==> config.mk <==
export PLATFORM = sky130hd
export DESIGN_NAME = spi_tx_queue
export DESIGN_NICKNAME = d
export VERILOG_FILES = /design/src/rtl/spi_pkg.sv /design/src/rtl/spi_sync_fifo.sv /design/src/rtl/spi_tx_queue.sv
export SDC_FILE = /design/constraint.sdc
export NUM_CORES = 1
export LEC_CHECK = 0
export BUFFER_PORTS_ARGS = -buffer_cell sky130_fd_sc_hd__buf_2
export CAP_MARGIN = 20
export CORE_MARGIN = 8
export CORE_UTILIZATION = 40
export CTS_CLUSTER_DIAMETER = 80
export CTS_CLUSTER_SIZE = 25
export DETAILED_ROUTE_END_ITERATION = 7
export PLACE_DENSITY = 0.68
export SLEW_MARGIN = 20
export SYNTH_ARGS = -nofsm -noshare
export SYNTH_HDL_FRONTEND = slang
export SYNTH_SLANG_ARGS = --single-unit
==> constraint.sdc <==
create_clock -name clk -period 2.65 [get_ports clk]
set_input_delay 0.265 -clock clk [delete_from_list [all_inputs] [get_ports clk]]
set_output_delay 0.265 -clock clk [all_outputs]
set_load 0.05 [all_outputs]
==> src/rtl/spi_pkg.sv <==
// Shared constants and FSM encoding for the SPI transmit path.
// Pure declarations; no logic, no latency, no backpressure.
package spi_pkg;

    localparam int SPI_Q_DEPTH   = 8;
    localparam int SPI_Q_TIMEOUT = 4096;

    localparam logic [1:0] ST_IDLE     = 2'd0;
    localparam logic [1:0] ST_ISSUE    = 2'd1;
    localparam logic [1:0] ST_WAIT_RDY = 2'd2;
    localparam logic [1:0] ST_GAP      = 2'd3;

endpackage

==> src/rtl/spi_sync_fifo.sv <==
// Byte FIFO with registered full/empty/level; head byte visible combinationally on pop_data.
// Push lands 1 cycle later; push while full and pop while empty are ignored.
module spi_sync_fifo
    import spi_pkg::*;
#(
    parameter int DEPTH = SPI_Q_DEPTH
) (
    input  logic                     clk,
    input  logic                     rst,
    input  logic                     push,
    input  logic [7:0]               push_data,
    input  logic                     pop,
    output logic [7:0]               pop_data,
    output logic                     full,
    output logic                     empty,
    output logic [$clog2(DEPTH):0]   level
);

    localparam int AW = $clog2(DEPTH);
    localparam int LW = AW + 1;
    localparam logic [AW-1:0] PTR_ONE = AW'(1);
    localparam logic [LW-1:0] LVL_ONE = LW'(1);
    localparam logic [LW-1:0] LVL_MAX = LW'(DEPTH);

    logic [7:0]    mem [DEPTH];
    logic [AW-1:0] wr_ptr;
    logic [AW-1:0] rd_ptr;
    logic [LW-1:0] level_nxt;
    logic          push_ok;
    logic          pop_ok;

    assign push_ok  = push & ~full;
    assign pop_ok   = pop & ~empty;
    assign pop_data = mem[rd_ptr];

    always_comb begin
        level_nxt = level;
        if (push_ok && !pop_ok)
            level_nxt = level + LVL_ONE;
        else if (!push_ok && pop_ok)
            level_nxt = level - LVL_ONE;
    end

    // Storage carries no reset; a flush only needs the pointers and level cleared.
    always_ff @(posedge clk) begin
        if (push_ok)
            mem[wr_ptr] <= push_data;
    end

    always_ff @(posedge clk) begin
        if (rst) begin
            wr_ptr <= '0;
            rd_ptr <= '0;
            level  <= '0;
            full   <= 1'b0;
            empty  <= 1'b1;
        end else begin
            if (push_ok)
                wr_ptr <= wr_ptr + PTR_ONE;
            if (pop_ok)
                rd_ptr <= rd_ptr + PTR_ONE;
            level <= level_nxt;
            full  <= (level_nxt == LVL_MAX);
            empty <= (level_nxt == '0);
        end
    end

endmodule

==> src/rtl/spi_tx_queue.sv <==
// Byte queue feeding the SPI sender one byte per start/rdy handshake, with timeout guard.
// Write to tx_start is 2 cycles; holds in IDLE while tx_busy, drops writes when full.
module spi_tx_queue
    import spi_pkg::*;
#(
    parameter int DEPTH   = SPI_Q_DEPTH,
    parameter int TIMEOUT = SPI_Q_TIMEOUT
) (
    input  logic                     clk,
    input  logic                     rst,
    input  logic                     wr_en,
    input  logic [7:0]               wr_data,
    output logic                     full,
    output logic                     empty,
    output logic [$clog2(DEPTH):0]   level,
    output logic [7:0]               tx_data,
    output logic                     tx_start,
    input  logic                     tx_rdy,
    input  logic                     tx_busy,
    output logic                     done,
    output logic                     overflow,
    output logic                     timeout_err,
    input  logic                     clr_err
);

    localparam int CW = $clog2(TIMEOUT);
    localparam logic [CW-1:0] CNT_LAST = CW'(TIMEOUT - 1);
    localparam logic [CW-1:0] CNT_ONE  = CW'(1);

    logic [1:0]    state;
    logic [CW-1:0] cnt;
    logic [7:0]    head;
    logic          issue;
    logic          timeout_hit;
    logic          wait_end;

    assign issue       = (state == ST_IDLE) && !empty && !tx_busy;
    assign timeout_hit = (state == ST_WAIT_RDY) && !tx_rdy && (cnt == CNT_LAST);
    assign wait_end    = (state == ST_WAIT_RDY) && (tx_rdy || (cnt == CNT_LAST));

    spi_sync_fifo #(.DEPTH(DEPTH)) u_fifo (
        .clk       (clk),
        .rst       (rst),
        .push      (wr_en),
        .push_data (wr_data),
        .pop       (issue),
        .pop_data  (head),
        .full      (full),
        .empty     (empty),
        .level     (level)
    );

    always_ff @(posedge clk) begin
        if (rst) begin
            state    <= ST_IDLE;
            cnt      <= '0;
            tx_data  <= 8'h00;
            tx_start <= 1'b0;
            done     <= 1'b0;
        end else begin
            tx_start <= 1'b0;
            done     <= 1'b0;
            case (state)
                ST_IDLE: begin
                    if (issue) begin
                        tx_data  <= head;
                        tx_start <= 1'b1;
                        state    <= ST_ISSUE;
                    end
                end
                ST_ISSUE: begin
                    cnt   <= '0;
                    state <= ST_WAIT_RDY;
                end
                ST_WAIT_RDY: begin
                    if (wait_end) begin
                        // No pop happens here, so the queue is empty in GAP only if
                        // it is empty now and nothing is written this cycle.
                        done  <= empty & ~wr_en;
                        state <= ST_GAP;
                    end else begin
                        cnt <= cnt + CNT_ONE;
                    end
                end
                ST_GAP:  state <= ST_IDLE;
                default: state <= ST_IDLE;
            endcase
        end
    end

    // A set in the same cycle as clr_err takes priority.
    always_ff @(posedge clk) begin
        if (rst) begin
            overflow    <= 1'b0;
            timeout_err <= 1'b0;
        end else begin
            if (wr_en && full)
                overflow <= 1'b1;
            else if (clr_err)
                overflow <= 1'b0;

            if (timeout_hit)
                timeout_err <= 1'b1;
            else if (clr_err)
                timeout_err <= 1'b0;
        end
    end

endmodule

==> summary.md <==
| Metric | Value |
|---|---|
| # IOs | 32 |
| Final Cycle Share | 0.756 |
| Outcome | completed |
| CTS tree | done |
| Final setup fails | 0 |
| Fin Setup TNS | 0 ps |
| Worst-Skew Late Latency | 370 ps |
| Place WS | 668 ps |
| Die area | 14,200 um^2 |
| Cells after Synth | 305 |
| CTS root buf | clkbuf_8 |
| Tot Pwr | 3870 uW |
| Most Crowded Layer GR | met2 |
| FF+latch area | 2680 um^2 |
| Seq pwr share | 0.486 |
| Worst EP required | 2900 ps |
| Congestion Overflow GR | 0 |
| Vias in the first global route | 2,608 |
| Multi-input logic area | 1480 um^2 |
| Startpoint Class | register |
| Total track usage | 0.118 |
| Static leakage | 0.00168 uW |
| Final worst slack | 648 ps |
| CP Max Fanout | 6 |
| Final #Nets | 364 |
| First-pass detailed-route iteration total | 4 |
| Synth top cells by count | edfxtp_1 (64), dfxtp_1 (38), nor2_1 (23) |
| Vias | 2,530 |
| Average wire per standard cell | 16.6 um |
| Syn nets | 327 |
| Initial antenna violation count | 0 |
| Post-synth top area cell | edfxtp_1 |
| EDFF count, synth | 64 |
| Die W | 119 um |
| Post-CTS sizing | 0 |
| P&R area growth vs syn | 12.5% |
| Final Util | 0.465 |
| Comb power frac | 0.266 |
| Top-area cell type share of the netlist area | 0.450 |
| Area of placed instances | 4600 um^2 |
| Int Power | 2540 uW |
| RSZ-0062 raised after global routing | false |
| Final hold violations | 0 |
| Slew @ Worst Pin | 691 ps |
| Register clock-pin slew on the reported worst setup and hold paths | 100 ps |
| Hold bufs inserted after CTS | 0 |
| Grt met1 use | 0.146 |
| Critical path arrival | 2250 ps |
| Residual DRC | 0 |
| Fmax | 499 MHz |
| Setup Skew | 13.3 ps |
| Psw | 1320 uW |
| Worst vdd ir | 0.350 mV |
| Starting DRT DRC Count | 123 |
| Main synth FF type | edfxtp_1 |
| Asr flop ratio synth | 0 |
| Top post-synthesis cells by area | edfxtp_1 (45%), dfxtp_1 (18%), mux4_2 (8.4%) |
| Largest net degree at the start of global routing | 21 |
| Post-CTS Setup Inserts | 0 |
| Detailed placement HPWL | 5.50 mm |
| Final number of max-transition violations | 0 |
| Met3 usage | 0.0321 |
| Switch share | 0.342 |
| First-pass GRT wire length | 13.4 mm |
| Core footprint | 10,300 um^2 |
| Crit Path Class | reg -> reg |
| Post-synthesis cell type count | 50 |
| Post-route cell area | 4800 um^2 |
| DIE HEIGHT | 119 um |
| Hold crit path type | in -> reg |
| Vias per Instance | 5.24 |
| Final WL | 8.01 mm |
| Inserted Clock Buffers | 9 |
| Initial core utilization | 0.413 |
| Slew margin rel. | 0.536 |
| Post-synthesis area per instance | 14.0 um^2 |
| P per Cell Area | 806 nW/um^2 |
| Post-synthesis sequential area ratio | 0.629 |
| Maxcap violations | 0 |
| Min Tclk post-route | 2000 ps |
| Synth Register Bits | 102 |
| Share of post-route cells with drive strength above 1 | 0.248 |
| Num rows | 37 |
| ANT nets after route | 0 |
| Final GP Congestion | 0.763 |
| Critical Path End Type | register |
| # port buffers | 31 |
| Synth warnings | 0 |
| Ant diodes | 0 |
| H-Tree Depth | 3 |
| Grt met2 use | 0.196 |
| Clk sinks | 102 |
| Cell area after synthesis | 4270 um^2 |
| Count leader, synth | edfxtp_1 |
| FILL cells | 906 |
| Clock buffer depth | 2 |
| Power share of the clock group | 0.248 |
==> flip-flops by register name (all words and copies together), names as in the netlist, 2 cells and up <==
name           flops
tx_data            8
cnt               12
u_fifo.mem        64
state              2
u_fifo.level       4
u_fifo.wr_ptr      3
u_fifo.rd_ptr      3
==> worst paths after layout <==
check | cells past startpoint | from | slack (ps) | end
hold reg to reg | 1 | state[0]$_SDFFE_PP0P_ | 490 | state[0]$_SDFFE_PP0P_
setup / recovery | 7 | state[0]$_SDFFE_PP0P_ | 650 | u_fifo.full$_SDFF_PP0_
hold / removal | 2 | wr_en | 130 | done$_SDFF_PP0_
setup reg to reg | 7 | state[0]$_SDFFE_PP0P_ | 650 | u_fifo.full$_SDFF_PP0_
==> metrics by stage <==
stage / hold WS [ps] / std cells
2_1_floorplan: 342 / 305
3_3_place_gp: 453 / 467
3_5_place_dp: 460 / 467
4_1_cts: 111 / 483
5_1_grt: 116 / 483
6_report: 132 / 483
==> layout by cell type (no fill, tap or decap), types with 3 or more instances in the layout <==
cell type / n
nor3_1: 11
o21ai_0: 11
mux4_2: 16
buf_2: 31
a211oi_1: 5
inv_6: 3
nor2_1: 23
edfxtp_1: 64
nand2b_1: 3
a21oi_1: 18
dfxtp_1: 38
ha_1: 8
clkbuf_8: 9
xnor2_1: 11
buf_4: 11
and3_1: 3
nand2_1: 16
nand4_1: 3
nand3_1: 8
inv_1: 8
mux2i_1: 9
==> power by group through the flow <==
stage,sequential [uW],combinational [uW],clock [uW]
3_3_place_gp,1910,1010,0
6_report,1880,1030,960
2_1_floorplan,2120,602,0
5_1_grt,1890,1120,1040
3_5_place_dp,1910,1040,0
4_1_cts,1880,1040,994
==> cell type report <==
cell class,instances,area share
Multi-Input combinational cell,179,0.309
Inverter,8,0.00626
Clock inverter,7,0.0151
Sequential cell,102,0.559
Tap cell,136,0.0355
Clock buffer,9,0.0258
Timing Repair Buffer,42,0.0495
==> per-layer routing <==
layer  routed length, um  vias up
met5                   0        -
met4                 128        0
li1                    -     1220
met2                3880       30
met1                3770     1268
met3                 222       12
==> worst max-delay path, stage by stage (launching register included) <==
cell     delay (ps)
dfxtp_1         320
inv_1           100
ha_1            220
or3b_1          540
nand2_4         170
o22ai_4          80
mux2_4          310
nor3b_1         140
==> cells by family after synthesis <==
logic type	count (synthesis)	synth area share
buf+inv	24	0.0252
flops	102	0.629
simple gates	85	0.113
compound gates	46	0.0701
xor+xnor	13	0.0267
mux	27	0.113
fa+ha+maj	8	0.0235
(Power assumes the default switching activity.)
